<file path="config.mk">
export PLATFORM = sky130hd
export DESIGN_NAME = expand_key3_128_flat
export DESIGN_NICKNAME = d
export VERILOG_FILES = /design/src/rtl/aes_key_pkg.sv /design/src/rtl/expand_key3_128_if.sv /design/src/rtl/key_out_slot.sv /design/src/rtl/expand_key3_128.sv /design/src/flat_wrapper.sv
export SDC_FILE = /design/constraint.sdc
export NUM_CORES = 1
export LEC_CHECK = 0
export ABC_AREA = 1
export BUFFER_PORTS_ARGS = -buffer_cell sky130_fd_sc_hd__clkbuf_2
export CAP_MARGIN = 20
export CORE_AREA = 2 2 154 156
export CTS_CLUSTER_SIZE = 12
export DETAILED_ROUTE_END_ITERATION = 10
export DIE_AREA = 0 0 156 158
export GPL_TIMING_DRIVEN = 0
export PLACE_DENSITY = 0.85
export SLEW_MARGIN = 30
export SYNTH_ARGS = -nofsm -noshare
export SYNTH_HDL_FRONTEND = slang
export SYNTH_SLANG_ARGS = --single-unit
export TNS_END_PERCENT = 50
</file>
<file path="constraint.sdc">
create_clock -name clk -period 1.4 [get_ports clk]
set_input_delay 0.21 -clock clk [delete_from_list [all_inputs] [get_ports clk]]
set_output_delay 0.21 -clock clk [all_outputs]
set_load 0.05 [all_outputs]
</file>
<file path="src/rtl/aes_key_pkg.sv">
// Shared types and constants for the AES-128 key-expansion pipeline.
//   key_t        128-bit key, byte i = bits [i*8 +: 8], word w = bytes 4w..4w+3
//   byte_t       one key byte
//   round_t      4-bit round index, 1..NUM_ROUNDS
//   state_t      final-stage acceptance state {FILL, LAST}
//   complete_word3()  word3 ^= word2, bytewise, no carries
package aes_key_pkg;

  typedef logic [127:0] key_t;
  typedef logic [7:0]   byte_t;
  typedef logic [3:0]   round_t;

  localparam int     NUM_ROUNDS = 10;
  localparam round_t LAST_ROUND = round_t'(NUM_ROUNDS);
  localparam round_t PENULT_RND = round_t'(NUM_ROUNDS - 1);

  typedef enum logic {
    FILL = 1'b0,
    LAST = 1'b1
  } state_t;

  // Bytes 0..11 pass through; byte 12+j picks up byte 8+j.
  function automatic key_t complete_word3(key_t k);
    key_t  r;
    byte_t b;
    r = k;
    for (int j = 0; j < 4; j++) begin
      b = k[(12 + j) * 8 +: 8] ^ k[(8 + j) * 8 +: 8];
      r[(12 + j) * 8 +: 8] = b;
    end
    return r;
  endfunction

endpackage

</file>
<file path="src/rtl/expand_key3_128_if.sv">
// Bus bundle for the final key-expansion stage.
//   in_key / in_key_rd / in_key_empty     read side of the word-2 stage FIFO
//   out_key / out_key_wr / out_key_full   write side of the round-key store FIFO
//   fb_key / fb_key_wr / fb_key_full      write side of the stage-1 feedback FIFO
//   out_round                             round tag (EXPAND_KEY_ROUND_TAG_EN only)
// Modports: slave = the expansion stage, master = the surrounding FIFOs.
interface expand_key3_128_if;
  import aes_key_pkg::*;

  key_t   in_key;
  logic   in_key_rd;
  logic   in_key_empty;
  key_t   out_key;
  logic   out_key_wr;
  logic   out_key_full;
  key_t   fb_key;
  logic   fb_key_wr;
  logic   fb_key_full;
`ifdef EXPAND_KEY_ROUND_TAG_EN
  round_t out_round;

  modport slave (
    input  in_key, in_key_empty, out_key_full, fb_key_full,
    output in_key_rd, out_key, out_key_wr, fb_key, fb_key_wr, out_round
  );
  modport master (
    output in_key, in_key_empty, out_key_full, fb_key_full,
    input  in_key_rd, out_key, out_key_wr, fb_key, fb_key_wr, out_round
  );
`else
  modport slave (
    input  in_key, in_key_empty, out_key_full, fb_key_full,
    output in_key_rd, out_key, out_key_wr, fb_key, fb_key_wr
  );
  modport master (
    output in_key, in_key_empty, out_key_full, fb_key_full,
    input  in_key_rd, out_key, out_key_wr, fb_key, fb_key_wr
  );
`endif
endinterface

</file>
<file path="src/rtl/key_out_slot.sv">
// Single-entry output buffer in front of a downstream FIFO.
//   load      capture data_in this cycle (caller only loads when free)
//   data_in   value to capture
//   full      downstream FIFO full
//   valid     slot holds an unwritten entry
//   wr        push strobe: valid && !full
//   data_out  held contents (keeps last value while invalid)
//   free      slot can accept a load this cycle (empty, or draining now)
module key_out_slot #(
  parameter int           W       = 128,
  parameter logic [W-1:0] RST_VAL = '0
) (
  input  logic         clk,
  input  logic         rst_n,
  input  logic         load,
  input  logic [W-1:0] data_in,
  input  logic         full,
  output logic         valid,
  output logic         wr,
  output logic [W-1:0] data_out,
  output logic         free
);

  assign wr   = valid && !full;
  assign free = !valid || !full;

  // NOTE: the data register is reset too, because the bus it drives has a
  // defined value out of reset; a plain datapath buffer would not need it.
  // NOTE: sequential state uses non-blocking assignments only, so every
  // flop samples pre-edge values regardless of process ordering.
  always_ff @(posedge clk or negedge rst_n) begin
    if (!rst_n) begin
      valid    <= 1'b0;
      data_out <= RST_VAL;
    end else if (load) begin
      // Covers drain-and-reload in one cycle: valid stays high, no bubble.
      valid    <= 1'b1;
      data_out <= data_in;
    end else if (wr) begin
      valid    <= 1'b0;
    end
  end

endmodule

</file>
<file path="src/rtl/expand_key3_128.sv">
// Final AES-128 key-expansion stage: completes word 3 (word3 ^= word2),
// counts rounds 1..NUM_ROUNDS and buffers each round key in two slots.
// Every key goes to the store FIFO; rounds 1..NUM_ROUNDS-1 also go to the
// feedback FIFO for the next round's expansion.
//   clk, rst_n  single clock, asynchronous active-low reset
//   bus         expand_key3_128_if.slave (see interface header)
// Optional: define EXPAND_KEY_ROUND_TAG_EN to store the accept-time round in
// the store slot and drive it on bus.out_round.
module expand_key3_128
  import aes_key_pkg::*;
(
  input  logic               clk,
  input  logic               rst_n,
  expand_key3_128_if.slave   bus
);

`ifdef EXPAND_KEY_ROUND_TAG_EN
  localparam int             STORE_W   = 132;
  localparam logic [131:0]   STORE_RST = {4'd1, 128'd0};
`else
  localparam int             STORE_W   = 128;
  localparam logic [127:0]   STORE_RST = '0;
`endif

  state_t               state, state_nxt;
  round_t               round, round_nxt;
  logic                 accept;
  logic                 load_fb;
  key_t                 key3;
  logic [STORE_W-1:0]   store_in;
  logic [STORE_W-1:0]   store_out;
  logic                 store_valid, store_free;
  logic                 fb_valid, fb_free;

  assign key3 = complete_word3(bus.in_key);

`ifdef EXPAND_KEY_ROUND_TAG_EN
  assign store_in      = {round, key3};
  assign bus.out_round = store_out[131:128];
`else
  assign store_in      = key3;
`endif
  assign bus.out_key   = store_out[127:0];

  always_ff @(posedge clk or negedge rst_n) begin
    if (!rst_n) begin
      state <= FILL;
      round <= 4'd1;
    end else begin
      state <= state_nxt;
      round <= round_nxt;
    end
  end

  // FILL needs both slots free; LAST only feeds the store FIFO, so a stalled
  // feedback FIFO cannot hold up the final round key.
  // NOTE: every output of this block gets a default first, so no path
  // through the case leaves a signal unassigned and no latch is inferred.
  always_comb begin
    accept    = 1'b0;
    state_nxt = state;
    round_nxt = round;
    case (state)
      FILL: begin
        if (!bus.in_key_empty && store_free && fb_free) begin
          accept    = 1'b1;
          round_nxt = round + 4'd1;
          if (round == PENULT_RND) state_nxt = LAST;
        end
      end
      LAST: begin
        if (!bus.in_key_empty && store_free) begin
          accept    = 1'b1;
          round_nxt = 4'd1;
          state_nxt = FILL;
        end
      end
      default: state_nxt = FILL;
    endcase
  end

  assign load_fb       = accept && (state == FILL);
  assign bus.in_key_rd = accept;

  key_out_slot #(.W(STORE_W), .RST_VAL(STORE_RST)) u_store (
    .clk      (clk),
    .rst_n    (rst_n),
    .load     (accept),
    .data_in  (store_in),
    .full     (bus.out_key_full),
    .valid    (store_valid),
    .wr       (bus.out_key_wr),
    .data_out (store_out),
    .free     (store_free)
  );

  key_out_slot #(.W(128), .RST_VAL(128'd0)) u_fb (
    .clk      (clk),
    .rst_n    (rst_n),
    .load     (load_fb),
    .data_in  (key3),
    .full     (bus.fb_key_full),
    .valid    (fb_valid),
    .wr       (bus.fb_key_wr),
    .data_out (bus.fb_key),
    .free     (fb_free)
  );

endmodule

</file>
<file path="src/flat_wrapper.sv">
// flat-port wrapper written by rule: the top's interface ports become plain ports
module expand_key3_128_flat import aes_key_pkg::*;
  (clk, rst_n, bus_in_key, bus_in_key_empty, bus_out_key_full, bus_fb_key_full, bus_in_key_rd, bus_out_key, bus_out_key_wr, bus_fb_key, bus_fb_key_wr);
  expand_key3_128_if bus_i ();
  input  logic clk;
  input  logic rst_n;
  input wire logic [$bits(bus_i.in_key)-1:0] bus_in_key;
  input wire logic [$bits(bus_i.in_key_empty)-1:0] bus_in_key_empty;
  input wire logic [$bits(bus_i.out_key_full)-1:0] bus_out_key_full;
  input wire logic [$bits(bus_i.fb_key_full)-1:0] bus_fb_key_full;
  output wire logic [$bits(bus_i.in_key_rd)-1:0] bus_in_key_rd;
  output wire logic [$bits(bus_i.out_key)-1:0] bus_out_key;
  output wire logic [$bits(bus_i.out_key_wr)-1:0] bus_out_key_wr;
  output wire logic [$bits(bus_i.fb_key)-1:0] bus_fb_key;
  output wire logic [$bits(bus_i.fb_key_wr)-1:0] bus_fb_key_wr;
  assign bus_i.in_key = bus_in_key;
  assign bus_i.in_key_empty = bus_in_key_empty;
  assign bus_i.out_key_full = bus_out_key_full;
  assign bus_i.fb_key_full = bus_fb_key_full;
  assign bus_in_key_rd = bus_i.in_key_rd;
  assign bus_out_key = bus_i.out_key;
  assign bus_out_key_wr = bus_i.out_key_wr;
  assign bus_fb_key = bus_i.fb_key;
  assign bus_fb_key_wr = bus_i.fb_key_wr;
  expand_key3_128 u_core (.clk(clk), .rst_n(rst_n), .bus(bus_i));
endmodule
</file>
======== Word level (Yosys, flattened, before mapping) ========
Cells that the tools add are included.
word-level totals
  register bits after elaboration ......... 263
  bits in latches ......................... 0
  memory bits (writable) .................. 0
  bits in read-only memories .............. 0
  input bits .............................. 133
  output and inout bits ................... 259
  logic and storage cells ................. 44
  memories kept ........................... 0
operators by class
  add/sub/neg operators ................... 1
  multiply operators ...................... 0
  div/mod/pow operators ................... 0
  magnitude comparators ................... 0
  equality and inequality tests ........... 3
  shift operators ......................... 0
  muxes and demuxes ....................... 14
  bitwise gates (word level) .............. 5
  reductions and logical operators ........ 15
operators with widths
  operator             number
  $xor 8x8->8          4
  $mux 1               9
  $mux 4               2
  $pmux 4 s2           1
  $logic_and 1x1->1    5
  $logic_not 1->1      5
  $add 4x1->4 const B  1
  $eq 4x4->1 const B   1
  $pmux 1 s2           2
  $reduce_bool 2->1    2
  $logic_or 1x1->1     2
  $ne 2x1->1 const B   1
  $ne 2x2->1 const B   1
  $reduce_and 2->1     1
  $not 1->1            1

======== Logic depth before layout (Yosys ltp) ========
Gate-level depths: netlist (run 1).
  depth in word-level cells ............... 8
  depth in mapped cells ................... 8
  gate-level depth less buffers ........... 6

======== Cells and area by module ========
A second synthesis (run 1) with hierarchy kept.
unflattened totals
  cell total of the unflattened synthesis .. 1,159
  area total of the unflattened synthesis .. 10,323.7 µm²
by module, submodules not included
  module           times used  cells an instance  area each (µm²)  sequential area each (µm²)
  key_out_slot     2           546                4,869.7          3,228.1
  expand_key3_128  1           67                 584.3            126.4

======== Least setup slack after synthesis (run 1) ========
Ideal clock, no wire load.
  path kind ............................... reg2out
  from .................................... register u_core.u_store.valid
  to ...................................... output bus_in_key_rd
  arrival ................................. 1.311 ns
  required time ........................... 1.190 ns
  slack ................................... -0.121 ns
  stages on the path, launching flop included .. 8
  path buffers ............................ 2
  cell sequence ........................... dfrtp_1 nand2_1 nand2_2 inv_2 nand2_2 buf_4 buf_4 inv_1
between the ends
  word-level cells in the longest chain between the ends .. 6
  elaborated cells on any way between the ends .. 7
  classes of those cells .................. 3 x mux; 4 x reduce/logical
ends and longest elaborated chain
  element                   line                                          RTL
  start: declaration        key_out_slot.sv:18                            output logic valid,
  start signal: assignment  key_out_slot.sv:33                            valid <= 1'b0;
  start signal: assignment  key_out_slot.sv:37                            valid <= 1'b1;
  start signal: assignment  key_out_slot.sv:40                            valid <= 1'b0;
  $logic_not 1->1 *         key_out_slot.sv:25                            assign free = !valid || !full;
  $logic_or 1x1->1 *        key_out_slot.sv:25
  $logic_and 1x1->1 *       expand_key3_128.sv:65, expand_key3_128.sv:72
  $logic_and 1x1->1         expand_key3_128.sv:65                         if (!bus.in_key_empty && store_free && fb_free) begin
  $mux 1                    expand_key3_128.sv:65
  $pmux 1 s2 *              expand_key3_128.sv:63                         case (state)
  end: declaration          flat_wrapper.sv:11                            output wire logic [$bits(bus_i.in_key_rd)-1:0] bus_in_key_rd;
Mark *: on every way between the ends. The rest lies on a longest branch, timed or not.

======== Worst setup path in the final report (run 1) ========
Ends and elaborated chain as after synthesis.

==> results.txt, run 1 <==
The flow ran to the end, but the final reports show violations. The final reports fail on setup timing. After synthesis the cells add up to 0.01069 mm². The routing usage on met3 was 9.307%; the power per unit of standard cell area was 1935 mW/mm².

The top cell type by area accounts for 61.32% of the synthesized area. The routability-driven placement congestion ratio was 0.8745; the synthesis-to-layout area growth was 60.08%. Entering global routing, the biggest net connects 84 pins.

The smallest setup slack after layout was -0.5352 ns. The mean instance size in the synthesized netlist came out at 8.379 µm². The post-placement setup slack was -0.4536 ns. The number of antenna violations at the first check in global routing is 1. The run gives 0 as the count of final hold-check violations. Along the worst path, the maximum fanout reaches 2. Row generation in the floorplan step produced 56 rows. The initial utilization of the core area, before any placement, comes to 46.38%. In the global route stage, overall resource usage came out at 32.30%.

TritonCTS built the clock tree. The critical path endpoint category was an output pin. The total half-perimeter wirelength after legalization and detailed placement was 24.51 mm.

The top flip-flop cell by instance count after synthesis is dfrtp_1. The number of clock buffers added by TritonCTS is 28. Sequential cells were found to cover 61.57% of the synthesized design area.

The number of nets handed over by synthesis was 1411. On the final layout, the worst clock skew is 0.01291 ns. The total overflow left after global routing is 0.

The count of clock tree sinks was 263. Per report_power, the clock group accounts for 22.6% of the total. The count of input and output buffers is 391. Count of endpoints failing setup in the final report: 222. The total detailed-routing wirelength is 46.01 mm, and the number of library cell types mapped by synthesis is 17. Summing all flip-flop and latch instances after layout gives 0.006583 mm². The logs give -49.66 ns for the setup TNS after final layout and 11980 for the via total after detailed routing. The internal power consumption was 17860 µW; the slew at the pin closest to its max-slew limit was 0.5422 ns. Routed length per instance: 21.36 µm.

By area the synthesized netlist is led by dfrtp_1 (61%), nand2_1 (24%), nand3_1 (6.1%), nor2_1 (2.4%), buf_2 (2.3%). The layout cell share with drive strength beyond 1 works out to 37.57%. The layer flagged by global routing as most heavily used is met2. Counting cells, the worst reg-to-reg path comes to 12. For the worst vdd rail ir drop, the log shows 0.001524 V. At the later pin of the worst-skew pair, clock insertion delay measures 0.55 ns. The longest clock path from root to sink contains 3 buffers. Counting every instance in the synthesized netlist gives 1276. The min-delay analysis places its worst path in the category input pin to flip-flop. For the met2 layer usage reported by global route, the log shows 54.87%.

The proportion of total power due to net switching was 46.07%; the number of nets at the end of the flow was 1982. At the worst endpoint, the required time is 1.19 ns. The number of synthesized flops with an enable pin was 0; the die outline height was 158 µm.

The placeable core region was 0.02305 mm². For this run, the number of Yosys warnings is 0. Counting instances, the worst hold path has a depth of 6.

Summed over all nets, the switching power comes to 15260 µW. The path with the worst hold slack has its endpoint at u_core.u_fb.data_out[113]. Of all cell types, the one taking the most synthesized area is dfrtp_1. In the routed design, unresolved DRC markers number 0.

Pin placement for this block handled 392 I/O pins. The critical path is of the flip-flop to output pin type. The violation count after the first detailed-routing iteration was 1282; the maximum clock rate was 516.7 MHz. In the routed layout, each cell is associated on average with a via count of 5.561.

Across all register-to-register paths, the minimum setup slack is -0.48 ns. The post-synthesis async set-or-reset flop share is 100.0%. The maximum level of the CTS H-tree was 1. In this run the remaining antenna-violating nets after routing total 0. Max-cap violations in this run came to 0.

The logs give 0 for the final count of pins violating max slew and 0.02465 mm² for the die outline area. After filler insertion, the fill cell instance count of the layout stands at 1351. The tools report the multi-input gate area in the final layout as 0.004120 mm².

Per report_power, the sequential group accounts for 32.3% of the total. The tools report the kind of start point of the critical path as a flip-flop. For the post-route core utilization, the log shows 74.25%. The tools report the via count of the first global-routing pass as 11360. Buffer type at the clock tree root: clkbuf_16.

The worst hold path begins at bus_in_key[113]. The tools report the capture instance of the worst register-to-register path as u_core.u_fb.data_out[50]. Origin of the critical flop-to-flop path: u_core.u_store.valid.

In this run the horizontal extent of the chip is 156 µm. The worst path in the final design needs a cycle of 1.935 ns, including I/O delays and setup. In the global route stage, met1 resource usage came out at 36.86%. The period utilization was 138.2%.

The first global-routing pass estimated 61.84 mm of wire. The clock-pin slew of the registers on the worst-case setup and hold paths works out to 0.06 ns. By instance count, the leading cell after synthesis is nand2_1. The tools report the combinational cell fraction of total power as 45.2%. Setup repair after global routing could not meet its margin everywhere.

The design draws 33120 µW. The number of storage elements in the synthesis netlist was 263; the leakage power was 0.009671 µW. For the number of iterations in the first detailed-routing pass, the log shows 6.

In the synthesized netlist, the cells that appear most often are nand2_1 (695), dfrtp_1 (262), nand3_1 (131). For the worst setup path, the data arrival time is 1.73 ns. The worst pin sits at a relative slew slack of 63.72%.
[placed cells by master (no fill, tap or decap), types with 2 or more instances in the layout]
master         Yosys  final
nand2_1          695    559
clkbuf_2           0    268
dfrtp_1          262    262
nand3_1          131    130
clkbuf_4           0    127
nand2_2            2    102
dlygate4sd3_1      0     98
nor2_1            67     67
inv_1             39     38
clkbuf_16          0     38
nand2_4            0     36
buf_6              0     30
buf_4             12     22
buf_12             0     20
buf_8              0     15
clkbuf_8           0     10
buf_16             0     10
buf_2             49      9
clkinv_2           0      5
clkbuf_1           8      4
inv_2              3      2
ha_1               2      2
[flip-flops by register name (all words and copies together), names as in the netlist]
| signal | flops |
|---|---|
| u_core.u_fb.data_out | 128 |
| u_core.u_store.data_out | 128 |
| u_core.u_store.valid | 1 |
| u_core.state | 1 |
| u_core.u_fb.valid | 1 |
| u_core.round | 4 |
[metal layers]
| layer | share of wire, % | vias up |
|---|---|---|
| met5 | 0 | - |
| met4 | 6.5 | 0 |
| met3 | 11 | 264 |
| met2 | 49 | 932 |
| met1 | 34 | 5721 |
| li1 | - | 5062 |
[metrics by stage]
step / std cells / hold slack, ns / cell area (µm²)
floorplan: 1276 / -0.08559 / 10700
global placement: 1957 / 0.4346 / 13020
detailed placement: 1960 / 0.2126 / 13110
CTS: 2131 / 0.01135 / 16100
global route: 2154 / 0.05424 / 17120
finish: 2154 / 0.03361 / 17120
[how the worst max path moves through the flow]
stage | startpoint | endpoint | slack, ns | cells past startpoint
floorplan | u_core.state | bus_in_key_rd | 0.004 | 6
global placement | rst_n | u_core.u_store.data_out[52] | -5.18 | 1
detailed placement | bus_out_key_full | bus_in_key_rd | -0.45 | 9
CTS | u_core.u_store.valid | bus_in_key_rd | -0.51 | 8
global route | u_core.u_store.valid | u_core.u_fb.data_out[49] | -0.58 | 12
finish | u_core.u_store.valid | bus_in_key_rd | -0.54 | 8
[power groups by stage]
stage / logic [µW] / clock network, µW / registers, µW
floorplan: 2520 / 0 / 16600
global placement: 11900 / 0 / 10500
detailed placement: 12100 / 0 / 10600
CTS: 13600 / 7390 / 10500
global route: 15600 / 7790 / 10800
finish: 15000 / 7480 / 10700
[critical path, cell delays in order, from the launching register on]
cell and delay [ns]:
dfrtp_1 0.39, nand2_2 0.11, nand2_4 0.07, inv_4 0.07, nand2_4 0.05, buf_8 0.12
buf_8 0.12, clkinvlp_4 0.08, clkbuf_16 0.16
[final cells by class]
cell class	count	area share (%)
diodes	1	0.01462
plain buffers	66	4.145
clock buffers	40	4.891
clock inverters	6	0.3217
inverters	42	0.9577
multi-input cells	901	24.07
flip-flops and latches	263	38.46
well taps	290	2.120
repair buffers	545	25.02
[logic make-up after synthesis]
family | count (synthesis) | synth area share, %
XOR/XNOR | 1 | 0.08193
adder cells (fa/ha/maj) | 2 | 0.2340
buffers and inverters | 112 | 4.927
flip-flops | 263 | 61.57
AND/OR/NAND/NOR | 898 | 33.19
[repair_timing]
item / CTS / global route
gates resized for setup: 235 / 238
pin swaps: 11 / 102
hold endpoints to repair: 244 / 0
gates cloned: 10 / 8
setup endpoints to repair: 364 / 500
hold buffers: 98 / 0
buffers inserted: 18 / 21
(Power assumes the default switching activity.)
==> run 2, diff against run 1 <==
Settings changed: ABC_AREA 1 to not set, CORE_AREA 2 2 154 156 to 2 2 152 154, DIE_AREA 0 0 156 158 to 0 0 154 156, PLACE_DENSITY 0.85 to 0.84.
==> run 2 against run 1 <==
Global-route usage fell by 5.8 points; synthesized area fell by 4.8%; the flow still finishes with violations (setup timing); sequential power barely moved; worst setup slack improved by 0.025 ns.
==> results.txt, run 2 <==
The setup clock skew after layout was 0.009145 ns (was 0.01291 ns); the TritonCTS buffer count was 29 (was 28). The routed length per instance was 21.92 µm (was 21.36 µm); the count of endpoints failing setup in the final report was 301 (was 222). Combinational cell fraction of total power: 43.9% (was 45.2%). Die outline height: 156 µm (was 158 µm).

The worst endpoint required time is 1.19 ns (about the same), and the largest fanout on the critical path is 4 (was 2). For the max-cap violation count, the log shows 0 (unchanged). Post-synth top cells: dfrtp_1 (262), mux2_1 (134), mux2_2 (122) (was nand2_1 (695), dfrtp_1 (262), nand3_1 (131)). For the switching component of the power, the log shows 13950 µW (was 15260 µW). The number of storage elements in the synthesis netlist is 263 (unchanged), and the maximum level of the CTS H-tree is 1 (unchanged). The layout cell share with drive strength beyond 1 works out to 60.23% (was 37.57%). The post-synthesis async set-or-reset flop share is 100.0% (unchanged). The tools report the count of final hold-check violations as 0 (unchanged). The logs give 0 (unchanged) for the residual DRC count and 4 (was 6) for the number of iterations in the first detailed-routing pass. The fraction of power consumed by sequential logic was 33.3% (was 32.3%).

Violated checks: setup timing (unchanged). The tightest slew margin relative to the limit was 58.47% (was 63.72%); the proportion of total power due to net switching was 42.98% (was 46.07%). The logs give 263 (unchanged) for the count of clock tree sinks and 392 (unchanged) for the number of primary I/O pins. The tools report the global-route usage over all layers as 26.53% (was 32.30%).

The final count of pins violating max slew was 0 (unchanged); the die outline area was 0.02402 mm² (was 0.02465 mm²). Origin of the critical flop-to-flop path: u_core.u_store.valid (unchanged). The smallest setup slack after layout came out at -0.5102 ns (was -0.5352 ns). The run gives 22.8% (was 22.6%) as the clock share of power. The tools report the violation count after the first detailed-routing iteration as 280 (was 1282). The top cell type by total area after synthesis was dfrtp_1 (unchanged). The number of library cell types mapped by synthesis is 27 (was 17), and the maximum buffer depth of the clock tree is 3 (unchanged). For the initial cell density of the core, the log shows 45.51% (was 46.38%). The most common cell after layout, fill and taps aside was clkbuf_2 (was nand2_1). The number of vias per cell after detailed routing works out to 5.063 (was 5.561). The cell depth of the worst flop-to-flop path came out at 7 (was 12).

The clock-pin slew of the registers on the worst-case setup and hold paths works out to 0.06 ns (about the same). The number of nets at the end of the flow was 1315 (was 1982); the period utilization was 136.4% (was 138.2%). Total overflow reported by the global router: 0 (unchanged). Largest registers in the final layout: u_core.u_fb.data_out: 128 flops, u_core.u_store.data_out: 128 flops, u_core.round: 4 flops (unchanged).

The tools report the critical path endpoint category as an output pin (unchanged). The area share of the leading cell type in the synthesized netlist was 64.41% (was 61.32%); the instance count along the most critical hold path was 4 (was 6). The logs give 55 (was 56) for the site row count and 0.09145 ns (was 0.03361 ns) for the worst hold slack. The run gives -0.49 ns (was -0.48 ns) as the flop-to-flop setup slack. The tools report the internal power consumption as 18500 µW (was 17860 µW). Largest cells by area after synthesis: dfrtp_1 (64%), mux2_1 (15%), mux2_2 (13%), xor2_1 (2.8%), buf_8 (1.0%) (was dfrtp_1 (61%), nand2_1 (24%), nand3_1 (6.1%), nor2_1 (2.4%), buf_2 (2.3%)).

The number of antenna-violating nets in the routed design came out at 0 (unchanged). The tools report the arrival time at the worst endpoint as 1.70 ns (was 1.73 ns). The cell area after layout came out at 0.01600 mm² (was 0.01712 mm²).

The via count of the first global-routing pass is 8498 (was 11360). The tools report the leakage power as 0.007920 µW (was 0.009671 µW). The netlist area before placement is 0.01018 mm² (was 0.01069 mm²), and the power per unit of standard cell area is 2027 mW/mm² (was 1935 mW/mm²). The flow ran to the end, but the final reports show violations. The final period demand of the worst path is 1.910 ns (was 1.935 ns), and the post-synthesis cell count is 608 (was 1276). The via total after detailed routing is 7518 (was 11980). The synthesis-to-layout area growth is 57.21% (was 60.08%), and the global-route wire length before repair is 49.16 mm (was 61.84 mm).

The tools report the kind of start point of the critical path as a flip-flop (unchanged). The capture instance of the worst register-to-register path was u_core.u_fb.data_out[22] (was u_core.u_fb.data_out[50]). The worst vdd rail ir drop is 0.001407 V (was 0.001524 V), and the total nets after synthesis is 743 (was 1411). The tools report the clock insertion delay at the later pin of the skew report as 0.53 ns (was 0.55 ns). TritonCTS built the clock tree. The class of the tightest hold or removal check was input pin to flip-flop (unchanged).

The critical path class is flip-flop to output pin (unchanged). The count of input and output buffers is 391 (unchanged). Placeable core region: 0.02237 mm² (was 0.02305 mm²). The maximum clock rate came out at 523.5 MHz (was 516.7 MHz). For the total half-perimeter wirelength after legalization and detailed placement, the log shows 19.24 mm (was 24.51 mm).

For the total detailed-routing wirelength, the log shows 32.55 mm (was 46.01 mm). The logs give 82 (was 84) for the largest net degree at the start of global routing and 0.7789 (was 0.8745) for the routability-driven placement congestion ratio. The tools report the number of antenna violations at the first check in global routing as 4 (was 1). The buffer type at the clock tree root is clkbuf_16 (unchanged).

The top flip-flop cell by instance count after synthesis was dfrtp_1 (unchanged). The mean instance size in the synthesized netlist works out to 16.74 µm² (was 8.379 µm²). The end point of the most critical hold path was u_core.u_fb.valid (was u_core.u_fb.data_out[113]).

The number of synthesized flops with an enable pin was 0 (unchanged). For the cell area after placement, the log shows 0.01269 mm² (was 0.01311 mm²). Setup repair after global routing could not meet its margin everywhere.

The overall die width came out at 154 µm (was 156 µm). Commonest cells after routing, fill and taps aside: clkbuf_2 (387), dfrtp_1 (261), mux2_4 (102), mux2_2 (98), dlygate4sd3_1 (98) (was nand2_1 (559), clkbuf_2 (268), dfrtp_1 (262), nand3_1 (130), clkbuf_4 (127)). The slew at the pin closest to its max-slew limit was 0.6230 ns (was 0.5422 ns); the sequential-to-total area share from yosys stat was 64.67% (was 61.57%). The origin of the worst min-delay path is bus_fb_key_full (was bus_in_key[113]). Most common cell in the netlist: dfrtp_1 (was nand2_1). The count of yosys warnings during synthesis came out at 0 (unchanged).
run 2: final cells by class:
class                      instances  area [µm²]
antenna                            3       7.507
buffer                            24       399.1
clock buffer                      40       817.0
clock inverter                     8       96.34
fill                            1350        6364
inverter                           3       15.01
multi-input combinational        314        3755
sequential                       263        6584
tap                              285       356.6
timing repair buffer             545        3971
run 2: cells by family (layout without fill, tap and decap cells):
logic type      Yosys count  count (layout)  synth area share (%)
compound gates            8               8                0.6270
fa+ha+maj                 2               2                0.2458
xor+xnor                 33              33                 2.840
other cells               0               3                     0
buf+inv                  31             620                 2.471
mux                     257             257                 28.42
simple gates             14              14                0.7252
flops                   263             263                 64.67
run 2: layer usage:
layer	vias to the layer above	share of wire [%]	routed length [µm]	track usage (%)
li1	3295	-	-	-
met4	2	2.7	876	9.791
met2	353	52	17070	48.00
met5	-	0.040	13	0
met3	70	7.8	2543	7.111
met1	3798	37	12050	30.19
run 2: power groups by stage:
stage	Combinational, µW	Clock [µW]	Sequential (µW)
finish	14200	7390	10800
global route	14700	7840	11000
CTS	13900	7500	10700
detailed placement	12500	0	10700
global placement	12300	0	10600
floorplan	2480	0	17400
run 2: worst max-delay path, cell delays in order (launching register included):
cell and delay [ns]:
dfrtp_1 0.42, a21oi_4 0.17, o21ai_4 0.09, buf_12 0.13, buf_12 0.12, clkinvlp_4 0.07
clkbuf_16 0.15
run 2: worst max path at each step:
stage / startpoint / to / slack, ns / cells after the start
floorplan: u_core.u_store.valid / u_core.u_fb.data_out[60] / -0.17 / 5
CTS: u_core.u_store.valid / bus_in_key_rd / -0.57 / 6
detailed placement: u_core.u_fb.valid / bus_in_key_rd / -0.59 / 6
finish: u_core.u_store.valid / bus_in_key_rd / -0.51 / 6
global placement: rst_n / u_core.u_fb.data_out[70] / -5.16 / 1
global route: u_core.u_store.valid / bus_in_key_rd / -0.56 / 6
run 2: through the flow:
stage | worst slack [ns] | util [%] | cells | total power, µW | setup TNS [ns]
detailed placement | -0.5945 | 56.76 | 1287 | 23230 | -111.95
global placement | -5.156 | 56.39 | 1284 | 22930 | -1451.43
global route | -0.5649 | 71.55 | 1485 | 33580 | -103.87
floorplan | -0.1741 | - | 608 | 19860 | -16.30
finish | -0.5102 | 71.55 | 1485 | 32440 | -78.72
CTS | -0.5676 | 70.69 | 1476 | 32130 | -91.65
run 2: timing repair:
item                                   CTS  global route
hold buffers                            98             0
cloned                                  16             2
pin swaps                                5             3
gates resized for setup                134            59
endpoints found under the hold margin  262             0
setup buffers                           27            15
setup endpoints to repair              324           510
